===== src/rtl/sw_reg_write.sv =====
// Wishbone-slave software register: one 32-bit control word written by the host and driven to fabric.
// Define SW_REG_WRITE_READBACK_EN to return the register value on read hits (otherwise reads return zero).
module sw_reg_write #(
  parameter logic [31:0] C_BASEADDR      = 32'h0000_0000,
  parameter logic [31:0] C_HIGHADDR      = 32'h0000_FFFF,
  parameter logic [31:0] C_DEFAULT_VALUE = 32'h0000_0000
) (
  input  logic        wbs_clk_i,
  input  logic        wbs_rst_i,
  input  logic        wbs_cyc_i,
  input  logic        wbs_stb_i,
  input  logic        wbs_we_i,
  input  logic [3:0]  wbs_sel_i,
  input  logic [31:0] wbs_adr_i,
  input  logic [31:0] wbs_dat_i,
  output logic [31:0] wbs_dat_o,
  output logic        wbs_ack_o,
  output logic        wbs_err_o,
  output logic [31:0] fabric_data_out
);

  logic [31:0] r_reg;
  logic        r_ack;
  logic        r_err;
  logic [31:0] r_dat;

  logic        w_accept;
  logic        w_hit;
  logic [31:0] w_rd_data;
  logic [31:0] w_reg_next;
  logic        w_ack_next;
  logic        w_err_next;
  logic [31:0] w_dat_next;

  // A new request is only taken once the previous response pulse has gone out.
  assign w_accept = wbs_cyc_i & wbs_stb_i & ~r_ack & ~r_err;
  assign w_hit    = (wbs_adr_i >= C_BASEADDR) && (wbs_adr_i <= C_HIGHADDR);

`ifdef SW_REG_WRITE_READBACK_EN
  assign w_rd_data = r_reg;
`else
  assign w_rd_data = 32'h0000_0000;
`endif

  // Next-state: byte-lane merge on write hits, response pulse and read data selection.
  always_comb begin
    w_reg_next = r_reg;
    w_ack_next = 1'b0;
    w_err_next = 1'b0;
    w_dat_next = 32'h0000_0000;
    if (w_accept) begin
      if (w_hit) begin
        w_ack_next = 1'b1;
        if (wbs_we_i) begin
          for (int n = 0; n < 4; n++) begin
            if (wbs_sel_i[n]) begin
              w_reg_next[8*n +: 8] = wbs_dat_i[8*n +: 8];
            end else begin
              w_reg_next[8*n +: 8] = r_reg[8*n +: 8];
            end
          end
        end else begin
          w_dat_next = w_rd_data;
        end
      end else begin
        w_err_next = 1'b1;
      end
    end else begin
      w_reg_next = r_reg;
    end
  end

  // State registers; reset clears any pending response and restores the default word.
  always_ff @(posedge wbs_clk_i or negedge wbs_rst_i) begin
    if (!wbs_rst_i) begin
      r_reg <= C_DEFAULT_VALUE;
      r_ack <= 1'b0;
      r_err <= 1'b0;
      r_dat <= 32'h0000_0000;
    end else begin
      r_reg <= w_reg_next;
      r_ack <= w_ack_next;
      r_err <= w_err_next;
      r_dat <= w_dat_next;
    end
  end

  assign wbs_ack_o       = r_ack;
  assign wbs_err_o       = r_err;
  assign wbs_dat_o       = r_dat;
  assign fabric_data_out = r_reg;

endmodule


===== config.mk =====
export PLATFORM = sky130hd
export DESIGN_NAME = sw_reg_write
export DESIGN_NICKNAME = d
export VERILOG_FILES = /design/src/rtl/sw_reg_write.sv
export SDC_FILE = /design/constraint.sdc
export NUM_CORES = 1
export LEC_CHECK = 0
export CAP_MARGIN = 10
export CORE_MARGIN = 3
export CORE_UTILIZATION = 35
export CTS_BUF_LIST = sky130_fd_sc_hd__clkbuf_8
export DETAILED_ROUTE_END_ITERATION = 6
export GPL_TIMING_DRIVEN = 0
export PLACE_DENSITY = 0.95
export SLEW_MARGIN = 25
export SYNTH_ARGS = -nofsm -noshare
export SYNTH_HDL_FRONTEND = slang
export SYNTH_SLANG_ARGS = --single-unit

===== constraint.sdc =====
create_clock -name wbs_clk_i -period 3.55 [get_ports wbs_clk_i]
set_input_delay 0.71 -clock wbs_clk_i [delete_from_list [all_inputs] [get_ports wbs_clk_i]]
set_output_delay 0.71 -clock wbs_clk_i [all_outputs]
set_load 0.03 [all_outputs]

==> flow_metrics.env, run 1 <==
export IMPL_start_util_pct=38.0
export IMPL_holdBufCountCts=0
export IMPL_cts_made_buffers=5
export IMPL_max_freq_mhz=391
export IMPL_power_uw=805
export IMPL_drt_wl_total_um=4050
export IMPL_wl_per_cell_um=13.7
export IMPL_via_per_inst=4.25
export IMPL_required_ns=3.71
export IMPL_dr_pass1_iters=2
export IMPL_die_w_um=73.6
export IMPL_clock_sinks=34
export IMPL_post_cts_buffers=0
export IMPL_die_area_um2=5410
export IMPL_ys_ff_latch=34
export IMPL_cp_start_kind="input port"
export IMPL_final_antenna_net_count=0
export IMPL_cp_end_kind="flip-flop"
export IMPL_power_frac_seq_pct=48.3
export IMPL_period_share_pct=72.1
export IMPL_powerDensity_nw_per_um2=290
export IMPL_grt_first_pass_wirelength_um=6140
export IMPL_clkLatencyLatePin_ns=0.28
export IMPL_p_comb_share_pct=19.2
export IMPL_antenna_cells=0
export IMPL_hpwl_um=3420
export IMPL_antenna_found_initial=0
export IMPL_grt_max_degree=19
export IMPL_layout_commonest_cell="clkdlybuf4s50_1"
export IMPL_criticalPathCategory="input port to flip-flop"
export IMPL_setup_violations=0
export IMPL_die_y_um=73.6
export IMPL_overflow=0
export IMPL_fin_skew_ns=0.00468
export IMPL_internal_power_uw=599
export IMPL_crit_arrival_ns=2.72
export IMPL_vdd_drop_max_uv=217
export IMPL_maxSlewViolCount=0
export IMPL_vias=1258
export IMPL_status="finished clean"
export IMPL_hold_viol=0
export IMPL_yosys_warnings=0
export IMPL_placed_cell_area_um2=2700
export IMPL_io_pins=139
export IMPL_syn_avg_cell_area_um2=13.7
export IMPL_yosysUniqueCellTypes=12
export IMPL_drc=0
export IMPL_syn_area_um2=1600
export IMPL_rsz0062_at_grt="false"
export IMPL_cts_tree="built"
export IMPL_drt_iter0_markers=25
export IMPL_nets=319
export IMPL_htreeDepth=2
export IMPL_cts_resized=0
export IMPL_io_buffers=90
export IMPL_rows=23
export IMPL_power_leakage_uw=0.00139
export IMPL_pre_cts_slack_ns=0.613
export IMPL_layout_drive_gt1_share_pct=30.9
export IMPL_layout_min_cycle_time_ns=2.56
export IMPL_yosysSeqAreaShare_pct=53.2
export IMPL_hold_class="input port to asynchronous set/reset pin"
export IMPL_track_usage_pct=15.2
export IMPL_coreArea_um2=4200
export IMPL_stdcell_area_um2=2780
export IMPL_area_growth_pct=73.8
export IMPL_cp_max_fo=8
export IMPL_final_cell_mix="89 x clkdlybuf4s50_1, 34 x dfrtp_1, 32 x mux2_2, 32 x buf_4, 32 x conb_1"
export IMPL_p_clk_share_pct=32.5
export IMPL_synthCells=117
export IMPL_dp_cells=289
export IMPL_final_cells=296
export IMPL_clkTransAtPathRegs_ns=0.07
export IMPL_cts_buffer_depth=2
export IMPL_worst_slack_ns=0.992
export IMPL_setup_tns_ns=0
export IMPL_cap_violations=0
export IMPL_swShare_pct=25.5
export IMPL_routabilityCongestion=0.662
export IMPL_cts_root_buffer="clkbuf_8"
export IMPL_p_sw_uw=205
export IMPL_grt_pass1_vias=1330
-- state kept, by name (all words and copies together), names as in the netlist --
signal,cells
wbs_err_o,1
fabric_data_out,32
wbs_ack_o,1
-- cell families (layout without fill, tap and decap cells) --
group / count (synthesis) / count (layout) / share of synthesized area [%]
buffers and inverters: 36 / 134 / 16.0
flip-flops: 34 / 34 / 53.3
multiplexers: 32 / 32 / 22.6
other: 1 / 32 / 0.235
AND/OR/NAND/NOR: 14 / 14 / 7.99
-- Yosys cell counts --
cell     number  share of area, %
buf_4        32                15
conb_1        1              0.23
dfrtp_1      34                53
inv_1         4              0.94
mux2_2       32                23
nand3_1       1              0.31
nand4_1       1              0.39
nand4_2       1              0.78
nor2_1        2              0.47
nor2b_1       1              0.39
nor3_4        4               4.1
nor4_1        4               1.6
-- layer usage --
metal,up-vias,share of wire (%),track usage [%]
li1,590,-,-
met1,575,32,14.6
met2,89,52,27.9
met3,4,15,8.07
met4,0,0.79,4.23
met5,-,0,0
-- worst paths after layout --
path	cells past startpoint	startpoint	slack, ns	to
worst min register to register	1	fabric_data_out[19]	0.50	fabric_data_out[19]
worst min-delay path	1	wbs_rst_i	0.37	fabric_data_out[3]
worst max register to register	4	wbs_ack_o	1.60	fabric_data_out[16]
worst max-delay path	5	wbs_adr_i[17]	0.99	fabric_data_out[16]
max in group asynchronous	2	wbs_rst_i	2.73	fabric_data_out[17]
min in group wbs_clk_i	1	fabric_data_out[19]	0.50	fabric_data_out[19]
-- area by class of cell --
| class | count | area, µm² |
|---|---|---|
| fillers | 312 | 1430 |
| repair buffers | 91 | 923 |
| flip-flops and latches | 34 | 851 |
| multi-input cells | 78 | 608 |
| plain buffers | 32 | 240 |
| clock buffers | 5 | 68.8 |
| well taps | 50 | 62.6 |
| inverters | 4 | 15.0 |
| clock inverters | 2 | 7.51 |
-- worst max-delay path: stages --
cell and delay (ns):
clkdlybuf4s50_1 0.40, nor4_1 0.35, nand4_2 0.37, nor3_4 0.49, mux2_2 0.39
-- power by group through the flow --
| stage | clock network, µW | registers [µW] | logic (µW) |
|---|---|---|---|
| final | 262 | 388 | 155 |
| after global routing | 290 | 388 | 165 |
| after CTS | 273 | 388 | 154 |
| after detailed placement | 0 | 396 | 154 |
| after global placement | 0 | 396 | 148 |
| after floorplan | 0 | 397 | 77.0 |
-- per-stage QoR --
stage,utilization (%),hold slack [ns]
3_3_place_gp,63.7,0.488
6_report,66.1,0.374
5_1_grt,66.1,0.393
4_1_cts,66.1,0.382
3_5_place_dp,64.3,0.496
2_1_floorplan,-,0.414
Power figures use the tool's default switching activity.
==> run 2: changes to the inputs <==
- CORE_UTILIZATION: 35 -> 32
- PLACE_DENSITY: 0.95 -> 0.9
- clock period: 3.55 -> 2.4 ns (I/O delays scaled with it)
==> flow_metrics.env, run 2 (same netlist as run 1, synthesis figures left out) <==
export IMPL_cts_resized=0
export IMPL_power_leakage_uw=0.00143
export IMPL_rows=25
export IMPL_period_share_pct=96.9
export IMPL_antenna_cells=0
export IMPL_swShare_pct=25.0
export IMPL_vdd_drop_max_uv=288
export IMPL_layout_drive_gt1_share_pct=32.9
export IMPL_io_pins=139
export IMPL_wl_per_cell_um=12.3
export IMPL_drt_iter0_markers=33
export IMPL_setup_violations=0
export IMPL_cp_max_fo=7
export IMPL_largest_register_ffs=32
export IMPL_fin_skew_ns=0.00747
export IMPL_io_buffers=90
export IMPL_coreArea_um2=4790
export IMPL_layout_commonest_cell="clkdlybuf4s50_1"
export IMPL_drc=0
export IMPL_grt_first_pass_wirelength_um=6220
export IMPL_start_util_pct=33.4
export IMPL_maxSlewViolCount=0
export IMPL_routabilityCongestion=0.733
export IMPL_cp_end_kind="flip-flop"
export IMPL_status="finished clean"
export IMPL_die_w_um=76.7
export IMPL_setup_tns_ns=0
export IMPL_antenna_found_initial=0
export IMPL_final_cell_mix="89 x clkdlybuf4s50_1, 35 x buf_4, 34 x dfrtp_1"
export IMPL_layout_min_cycle_time_ns=2.32
export IMPL_required_ns=2.56
export IMPL_cts_root_buffer="clkbuf_8"
export IMPL_clkTransAtPathRegs_ns=0.07
export IMPL_clock_sinks=34
export IMPL_cts_buffer_depth=2
export IMPL_nets=324
export IMPL_area_growth_pct=79.5
export IMPL_hold_class="input port to asynchronous set/reset pin"
export IMPL_power_uw=1230
export IMPL_cts_made_buffers=5
export IMPL_final_cells=319
export IMPL_placed_cell_area_um2=2710
export IMPL_p_sw_uw=308
export IMPL_dp_cells=306
export IMPL_die_area_um2=5880
export IMPL_fillers=375
export IMPL_powerDensity_nw_per_um2=429
export IMPL_cap_violations=0
export IMPL_drt_wl_total_um=3930
export IMPL_crit_arrival_ns=2.49
export IMPL_pre_cts_slack_ns=-0.331
export IMPL_internal_power_uw=921
export IMPL_hpwl_um=3130
export IMPL_max_freq_mhz=430
export IMPL_clkLatencyLatePin_ns=0.28
export IMPL_grt_max_degree=30
export IMPL_overflow=0
export IMPL_htreeDepth=2
export IMPL_p_clk_share_pct=34.9
export IMPL_p_comb_share_pct=18.4
export IMPL_stdcell_area_um2=2870
export IMPL_worst_slack_ns=0.0755
export IMPL_grt_pass1_vias=1314
export IMPL_cts_tree="built"
export IMPL_vias=1267
export IMPL_criticalPathCategory="input port to flip-flop"
export IMPL_cp_start_kind="input port"
export IMPL_via_per_inst=3.97
export IMPL_dr_pass1_iters=6
export IMPL_final_antenna_net_count=0
export IMPL_track_usage_pct=13.5
export IMPL_power_frac_seq_pct=46.7
export IMPL_hold_viol=0
export IMPL_die_y_um=76.7
[run 2: cell types whose count changed in the layout (fill, tap and decap cells not counted)]
cell / before / now
buf_16: 1 / 0
inv_1: 6 / 5
clkinv_2: 0 / 1
clkbuf_8: 5 / 6
buf_4: 32 / 35
buf_12: 0 / 3
[run 2: final timing paths]
check / start / endpoint / slack, ns / cells after the start
worst min register to register: fabric_data_out[21] / fabric_data_out[21] / 0.51 / 1
max in group asynchronous: wbs_rst_i / fabric_data_out[16] / 1.98 / 2
worst min-delay path: wbs_rst_i / fabric_data_out[24] / 0.02 / 1
worst max register to register: wbs_ack_o / fabric_data_out[29] / 0.58 / 5
min in group wbs_clk_i: fabric_data_out[21] / fabric_data_out[21] / 0.51 / 1
worst max-delay path: wbs_adr_i[29] / fabric_data_out[29] / 0.08 / 6
[run 2: final cells by class]
cell class              instances  area (µm²)  area share, %
repair buffers                 96         978           34.1
flip-flops and latches         34         851           29.7
multi-input cells              78         608           21.2
plain buffers                  32         240           8.38
well taps                      67        83.8           2.92
clock buffers                   6        82.6           2.88
inverters                       4        15.0          0.524
clock inverters                 2        8.76          0.305
[run 2: worst max-delay path, cell delays in order]
cell and delay [ns]:
clkdlybuf4s50_1 0.40, nor4_1 0.41, nand4_2 0.37, nor3_4 0.29
buf_4 0.19, mux2_2 0.34
[run 2: stage by stage]
step | hold slack, ns | util [%]
after floorplan | 0.184 | -
after CTS | 0.0155 | 59.3
after global placement | 0.489 | 56.4
after global routing | 0.0102 | 59.9
final | 0.0211 | 59.9
after detailed placement | 0.324 | 56.7
[run 2: what timing repair did]
action	in CTS	in global routing
endpoints found under the setup margin	10	16
pin swaps	2	3
hold endpoints to repair	0	0
setup buffers	3	2
hold buffers	0	0
[run 2: power by group through the flow]
| stage | Clock, µW | Sequential, µW | Combinational, µW |
|---|---|---|---|
| 5_1_grt | 475 | 574 | 242 |
| 3_5_place_dp | 0 | 585 | 224 |
| 3_3_place_gp | 0 | 585 | 219 |
| 2_1_floorplan | 0 | 587 | 114 |
| 6_report | 428 | 574 | 226 |
| 4_1_cts | 447 | 574 | 225 |
[run 2: per-layer routing]
| layer | up-vias | global-route usage, % | wire length, µm |
|---|---|---|---|
| li1 | 608 | - | - |
| met1 | 577 | 14.2 | 1400 |
| met2 | 76 | 22.6 | 2040 |
| met3 | 6 | 7.63 | 431 |
| met4 | 0 | 4.35 | 57 |
| met5 | - | 0 | 0 |
